`config.mk`:
```
export PLATFORM = sky130hd
export DESIGN_NAME = fetch_engine
export DESIGN_NICKNAME = d
export VERILOG_FILES = /design/src/rtl/fetch_pkg.sv /design/src/rtl/fetch_engine.sv
export SDC_FILE = /design/constraint.sdc
export NUM_CORES = 1
export LEC_CHECK = 0
export CAP_MARGIN = 5
export CELL_PAD_IN_SITES_DETAIL_PLACEMENT = 0
export CELL_PAD_IN_SITES_GLOBAL_PLACEMENT = 2
export CORE_MARGIN = 2
export CORE_UTILIZATION = 17
export DETAILED_ROUTE_END_ITERATION = 8
export HOLD_SLACK_MARGIN = 0.03
export MAX_ROUTING_LAYER = met4
export PLACE_DENSITY = 0.91
export SYNTH_ARGS = -nofsm -noshare
export SYNTH_HDL_FRONTEND = slang
export SYNTH_SLANG_ARGS = --single-unit
export TNS_END_PERCENT = 1
```
`constraint.sdc`:
```
create_clock -name clk -period 2.3 [get_ports clk]
set_input_delay 0.23 -clock clk [delete_from_list [all_inputs] [get_ports clk]]
set_output_delay 0.23 -clock clk [all_outputs]
set_load 0.005 [all_outputs]
```
`src/rtl/fetch_pkg.sv`:
```
// Shared types for the line-fill fetch engine: request opcodes and FSM states.
package fetch_pkg;

  typedef enum logic [1:0] {
    CMD_NOP   = 2'b00,
    CMD_FILL  = 2'b01,
    CMD_INVAL = 2'b10,
    CMD_RSVD  = 2'b11
  } fetch_cmd_e;

  typedef enum logic [1:0] {
    ST_IDLE = 2'b00,
    ST_REQ  = 2'b01,
    ST_DATA = 2'b10,
    ST_DONE = 2'b11
  } fetch_state_e;

endpackage

```
`src/rtl/fetch_engine.sv`:
```
// Single-outstanding fetch engine: bursts one line from the bus into a line-buffer
// slot (FILL) or retires a slot without bus traffic (INVAL).
module fetch_engine
  import fetch_pkg::*;
#(
  parameter int ADDR_WIDTH = 32,
  parameter int DATA_WIDTH = 32,
  parameter int LIST_DEPTH = 4,
  parameter int LIST_WIDTH = 32,
  localparam int TW = $clog2(LIST_DEPTH),
  localparam int BW = $clog2(LIST_WIDTH)
) (
  input  logic                  clk,
  input  logic                  rst,
  input  logic                  fetch_req,
  input  logic [1:0]            fetch_cmd,
  input  logic [TW-1:0]         fetch_tag,
  input  logic [ADDR_WIDTH-1:0] fetch_addr,
  output logic                  fetch_gnt,
  output logic                  fetch_done,
  output logic [TW-1:0]         done_tag,
  output logic                  bus_req,
  output logic [ADDR_WIDTH-1:0] bus_addr,
  input  logic                  bus_gnt,
  input  logic [DATA_WIDTH-1:0] bus_rdata,
  input  logic                  bus_rvalid,
  output logic                  mem_wen,
  output logic [TW+BW-1:0]      mem_waddr,
  output logic [DATA_WIDTH-1:0] mem_wdata
);

  localparam logic [BW-1:0]         LAST_BEAT = BW'(LIST_WIDTH - 1);
  localparam logic [ADDR_WIDTH-1:0] LINE_MASK = ADDR_WIDTH'(LIST_WIDTH - 1);

  fetch_state_e          state_q, state_d;
  logic [BW-1:0]         beat_q,  beat_d;
  logic [TW-1:0]         tag_q,   tag_d;
  logic [ADDR_WIDTH-1:0] base_q,  base_d;
  fetch_cmd_e            cmd;

  always_ff @(posedge clk) begin
    if (rst) begin
      state_q <= ST_IDLE;
      beat_q  <= '0;
      tag_q   <= '0;
      base_q  <= '0;
    end else begin
      state_q <= state_d;
      beat_q  <= beat_d;
      tag_q   <= tag_d;
      base_q  <= base_d;
    end
  end

  always_comb begin
    state_d    = state_q;
    beat_d     = beat_q;
    tag_d      = tag_q;
    base_d     = base_q;
    fetch_gnt  = 1'b0;
    fetch_done = 1'b0;
    done_tag   = '0;
    bus_req    = 1'b0;
    bus_addr   = '0;
    mem_wen    = 1'b0;
    mem_waddr  = '0;
    mem_wdata  = '0;
    cmd        = fetch_cmd_e'(fetch_cmd);

    unique case (state_q)
      ST_IDLE: begin
        if (fetch_req) begin
          fetch_gnt = 1'b1;
          case (cmd)
            CMD_FILL: begin
              tag_d   = fetch_tag;
              base_d  = fetch_addr & ~LINE_MASK;
              state_d = ST_REQ;
            end
            CMD_INVAL: begin
              tag_d   = fetch_tag;
              state_d = ST_DONE;
            end
            default: ;
          endcase
        end
      end
      ST_REQ: begin
        bus_req  = 1'b1;
        bus_addr = base_q;
        if (bus_gnt) begin
          beat_d  = '0;
          state_d = ST_DATA;
        end
      end
      ST_DATA: begin
        if (bus_rvalid) begin
          mem_wen   = 1'b1;
          mem_waddr = {tag_q, beat_q};
          mem_wdata = bus_rdata;
          if (beat_q == LAST_BEAT) begin
            beat_d  = '0;
            state_d = ST_DONE;
          end else begin
            beat_d = beat_q + BW'(1);
          end
        end
      end
      ST_DONE: begin
        fetch_done = 1'b1;
        done_tag   = tag_q;
        state_d    = ST_IDLE;
      end
      default: state_d = ST_IDLE;
    endcase

    // Outputs are combinational from state and inputs, so they are forced quiet
    // for the whole reset cycle, before the registers have actually cleared.
    if (rst) begin
      fetch_gnt  = 1'b0;
      fetch_done = 1'b0;
      done_tag   = '0;
      bus_req    = 1'b0;
      bus_addr   = '0;
      mem_wen    = 1'b0;
      mem_waddr  = '0;
      mem_wdata  = '0;
    end
  end

endmodule

```
==> reports/metrics.cfg, run 1 <==
[run_status]
outcome = finished clean

[hold_path]
hp-class = in2reg
hold_end = beat_q[1]$_SDFFE_PP0P_
worstHoldStart = rst
holdPathStages = 2

[synth]
netlist.top_cell.by_area = dfxtp_1
synthDominantCellAreaShare_pct = 35.4
synth_cells = 268
synthDistinctLibCells = 33
yosys_warnings = 0
synth-seq-cells = 36
synth_ff_type = dfxtp_1
synth_area_leaders = dfxtp_1 35%, and2_1 21%, nand2_1 11%, a21oi_1 7.4%, ha_1 5.5%
synthArstFlopShare_pct = 0
synth_edf_count = 0
ys_seq_area_share_pct = 35.4
syn_area_mm2 = 0.00203
syn_avg_cell_area_um2 = 7.59

[sta]
skew_ns = 0.00391
max_freq_mhz = 450
finalSetupTns_ns = 0
rsz0062_at_grt = true
setup_viol_count_final = 0
drv_slew = 0
hold_violations = 0
min_period_over_period_pct = 96.5
final.min_clock_period_ns = 2.22

[detailed_routing]
vias_per_cell = 4.04
detail_route.wl_per_cell_um = 12.3
ant_nets = 0
drc = 0
drt_iter0_drc = 65
routed_wl_mm = 6.73
vias = 2219
drt_pass1_iterations = 4

[global_route]
grt_pass1_wl_mm = 10.4
antenna_found_initial = 0
grt_pass1_vias = 2157
grt_max_degree = 40
grt_overflow = 0
grt.total_usage_pct = 10.2

[setup_path]
worstSetupPathType = reg2out
timing.rr.end = state_q[1]$_SDFFE_PP0P_
r2r_cells = 6
cp_max_fo = 19
critPathLaunchType = register
r2r_start = beat_q[0]$_SDFFE_PP0P_
rrSetupSlack_ns = 0.47
cp-end-kind = output port
crit_required_ns = 2.07
cp.arrival_ns = 1.99

[cts]
htreeDepth = 2
cts.reportedPaths.clkPinSlew_ns = 0.06
cts_hold_repair.buffers = 0
postCtsSetupRepairBufs = 0
cts_sinks = 36
cts_tree = yes
cts_root_buffer = clkbuf_16
cts_buffer_depth = 2
insertion_delay_ns = 0.27
cts_buffers = 5

[floorplanning]
dieArea_mm2 = 0.0129
core_mm2 = 0.0116
num_io_pins = 150
start_util_pct = 17.6
fp.dieW_um = 113
fp-row-count = 39
dieHeight_um = 113

[finish]
antenna_cells = 0
postLayoutCoreUtil_pct = 32.6
nets = 487
syn_to_final_growth_pct = 85.1
drive_gt1_share_pct = 5.42

[placement]
dp_hpwl_mm = 4.94
portBuffers = 139
gp_congestion = 0.741

[pwr]
peakVddDrop_v = 0.000336
cellPowerDensity_mw_per_mm2 = 507
p_leak_nw = 1.41

[flow_run]
max_cap_violations = 0

-- synthesized netlist by cell type, drive strengths merged (2+ instances only) --
cell / number
a21oi: 30
and2: 67
and3: 3
buf: 15
clkbuf: 7
dfxtp: 36
ha: 9
inv: 7
mux2i: 5
nand2: 57
nand3: 3
nand4: 2
nor2: 5
nor2b: 3
o21ai: 5
-- where the power goes --
part | total [W] | switching (W) | internal [W]
logic | 0.000545 | 0.000247 | 0.000298
registers | 0.000697 | 0.0000262 | 0.000670
clock network | 0.000667 | 0.000263 | 0.000404
total | 0.00191 | 0.000536 | 0.00137
-- per-layer routing --
layer / wire length (um) / global-route usage [%] / part of all wire, %
met1: 2780 / 11.4 / 41
met4: 97 / 3.50 / 1.4
met2: 3430 / 18.1 / 51
met5: 0 / - / 0
met3: 423 / 2.23 / 6.3
-- registers in the layout, indices dropped and copies added (netlist names) --
signal   flops
tag_q        2
state_q      2
base_q      27
beat_q       5
-- metrics by stage --
step	instances	setup WS [ns]	instance area [um^2]	power (W)	hold slack [ns]
final	549	0.0800	3760	0.00191	0.348
after global routing	549	-0.0216	3760	0.00203	0.364
after CTS	548	0.0313	3730	0.00193	0.326
after detailed placement	540	0.272	3580	0.00124	0.444
after global placement	540	0.293	3580	0.00123	0.437
after floorplan	272	0.626	2050	0.000975	0.366
-- final cells by class --
| type | instances | area [um^2] |
|---|---|---|
| tap | 143 | 179 |
| timing repair buffer | 148 | 1500 |
| sequential | 36 | 722 |
| clock buffer | 7 | 133 |
| multi-input combinational | 207 | 1200 |
| inverter | 7 | 26.3 |
| fill | 1232 | 7800 |
| clock inverter | 1 | 8.76 |
-- worst max-delay path by stage --
stage,to,start,cells after the start
floorplan,state_q[1]$_SDFFE_PP0P_,beat_q[0]$_SDFFE_PP0P_,6
global placement,mem_wdata[2],bus_rvalid,6
detailed placement,mem_wdata[2],bus_rvalid,6
CTS,bus_addr[5],state_q[1]$_SDFFE_PP0P_,6
global route,mem_wdata[14],state_q[0]$_SDFFE_PP0P_,7
finish,mem_wdata[28],state_q[0]$_SDFFE_PP0P_,7
-- critical path, cell delays in order (launching register included) --
cell and delay (ns):
dfxtp_2 0.34, inv_2 0.07, ha_1 0.19, nand2_1 0.11, nor2_4 0.18, clkbuf_16 0.19, and2_1 0.12, clkdlybuf4s50_1 0.50
-- layout by cell type (no fill, tap or decap), drive strengths merged, types with 2 or more instances in the layout --
| master | instances |
|---|---|
| nand4 | 2 |
| ha | 9 |
| and3 | 3 |
| buf | 9 |
| clkbuf | 8 |
| conb | 5 |
| and2 | 67 |
| dfxtp | 36 |
| a21oi | 30 |
| nor2 | 5 |
| o21ai | 5 |
| nand3 | 3 |
| nand2 | 57 |
| nor2b | 3 |
| inv | 7 |
| clkdlybuf4s50 | 138 |
| mux2i | 5 |
-- cell families after synthesis --
family,after synthesis,share of synthesized area (%)
other,1,0.184
DFF,36,35.4
adders and majority gates,9,5.54
muxes,6,3.01
AOI/OAI and AO/OA,40,11.0
and+or+nand+nor,147,37.8
buffers and inverters,29,7.07
-- timing repair --
action,CTS,global route
resized for setup,0,5
endpoints found under the setup margin,0,62
endpoints found under the hold margin,0,0
Note: power is estimated with default switching activity, not from simulation.
==> run 2: changes to the inputs <==
--- a/config.mk
+++ b/config.mk
@@ -17,4 +17,4 @@
 export SYNTH_ARGS = -nofsm -noshare
 export SYNTH_HDL_FRONTEND = slang
 export SYNTH_SLANG_ARGS = --single-unit
-export TNS_END_PERCENT = 1
+export TNS_END_PERCENT = 50
==> reports/metrics.cfg, run 2 (synthesis results as in run 1) <==
[placement]
gp_congestion = 0.741
portBuffers = 139
dp.cells = 540
dp_slack_ns = 0.272
dp_hpwl_mm = 4.94

[sta]
finalWorstSetupSlack_ns = 0.0797
final.min_clock_period_ns = 2.22
skew_ns = 0.00411
setup_viol_count_final = 0
hold_violations = 0
drv_slew = 0
max_freq_mhz = 450
rsz0062_at_grt = true
min_period_over_period_pct = 96.5

[cts]
cts.reportedPaths.clkPinSlew_ns = 0.06
htreeDepth = 2
cts_buffer_depth = 2
cts_sinks = 36
insertion_delay_ns = 0.27
cts_buffers = 5
cts_root_buffer = clkbuf_16
cts_hold_repair.buffers = 0
cts_tree = yes

[global_route]
grt.total_usage_pct = 10.2
grt_pass1_wl_mm = 10.4
grt_pass1_vias = 2157
grt_max_degree = 40
antenna_found_initial = 0
grt_overflow = 0

[floorplanning]
dieHeight_um = 113
dieArea_mm2 = 0.0129
fp.dieW_um = 113
num_io_pins = 150
fp-row-count = 39
start_util_pct = 17.6
core_mm2 = 0.0116

[finish]
largest_reg_flops = 27
nets = 487
postLayoutCoreUtil_pct = 32.6
final_cell_mix = 138 x clkdlybuf4s50_1, 67 x and2_1, 57 x nand2_1
final_common_cell = clkdlybuf4s50_1
drive_gt1_share_pct = 5.42
final_cells = 549
antenna_cells = 0
syn_to_final_growth_pct = 85.1
reg_top3 = base_q x27, beat_q x5
largest-register = base_q

[setup_path]
critical_path.top_delay_family = buffers and inverters
cp_num_buf_inv = 3
rrSetupSlack_ns = 0.47
cp_cell_sequence = inv_2 > ha_1 > nand2_1 > nor2_4 > clkbuf_16 > and2_1 > clkdlybuf4s50_1
cp_max_fo = 19
cp.arrival_ns = 1.99
worstSetupPathType = reg2out
slowest_stage = clkdlybuf4s50_1
cp-end-kind = output port
slowest_delay_ns = 0.50
crit_required_ns = 2.07
critPathLaunchType = register

[detailed_routing]
vias = 2217
drc = 0
routed_wl_mm = 6.73
drt_pass1_iterations = 4
ant_nets = 0
detail_route.wl_per_cell_um = 12.3
vias_per_cell = 4.04
drt_iter0_drc = 76

[hold_path]
hp-class = in2reg

[pwr]
p_leak_nw = 1.41
peakVddDrop_v = 0.000336
cellPowerDensity_mw_per_mm2 = 507

[flow_run]
max_cap_violations = 0

[run_status]
outcome = finished clean

run 2: repair_timing:
item                       in CTS  in global routing
gates resized for setup         0                  5
setup buffers                   0                  0
setup endpoints to repair       0                 62
run 2: per-stage QoR:
stage / setup TNS [ns] / hold WS, ns / cell area [um^2] / power, W
after floorplan: 0 / 0.366 / 2050 / 0.000975
after global placement: 0 / 0.437 / 3580 / 0.00123
after detailed placement: 0 / 0.444 / 3580 / 0.00124
after CTS: 0 / 0.326 / 3730 / 0.00193
after global routing: -0.228 / 0.364 / 3760 / 0.00203
final: 0 / 0.347 / 3760 / 0.00191
run 2: layer usage:
layer,up-vias,global-route usage (%),routed length (um)
li1,1122,-,-
met1,1009,11.4,2780
met2,77,18.1,3430
met3,9,2.23,423
met4,0,3.50,97
met5,-,-,0
run 2: area by class of cell:
class                           count  area [um^2]
Fill cell                        1232         7800
Timing Repair Buffer              148         1500
Multi-Input combinational cell    207         1200
Sequential cell                    36          722
Tap cell                          143          179
Clock buffer                        7          133
Inverter                            7         26.3
Clock inverter                      1         8.76
run 2: worst paths after layout:
check	start	endpoint	cells after the start
hold reg to reg	base_q[15]$_SDFFE_PP0P_	base_q[15]$_SDFFE_PP0P_	2
hold / removal	rst	beat_q[1]$_SDFFE_PP0P_	2
setup / recovery	state_q[0]$_SDFFE_PP0P_	mem_wdata[28]	7
setup reg to reg	beat_q[0]$_SDFFE_PP0P_	state_q[1]$_SDFFE_PP0P_	6
run 2: where the power goes:
| part | internal (W) | switching, W |
|---|---|---|
| clock | 0.000404 | 0.000263 |
| combinational | 0.000298 | 0.000247 |
| sequential | 0.000670 | 0.0000262 |
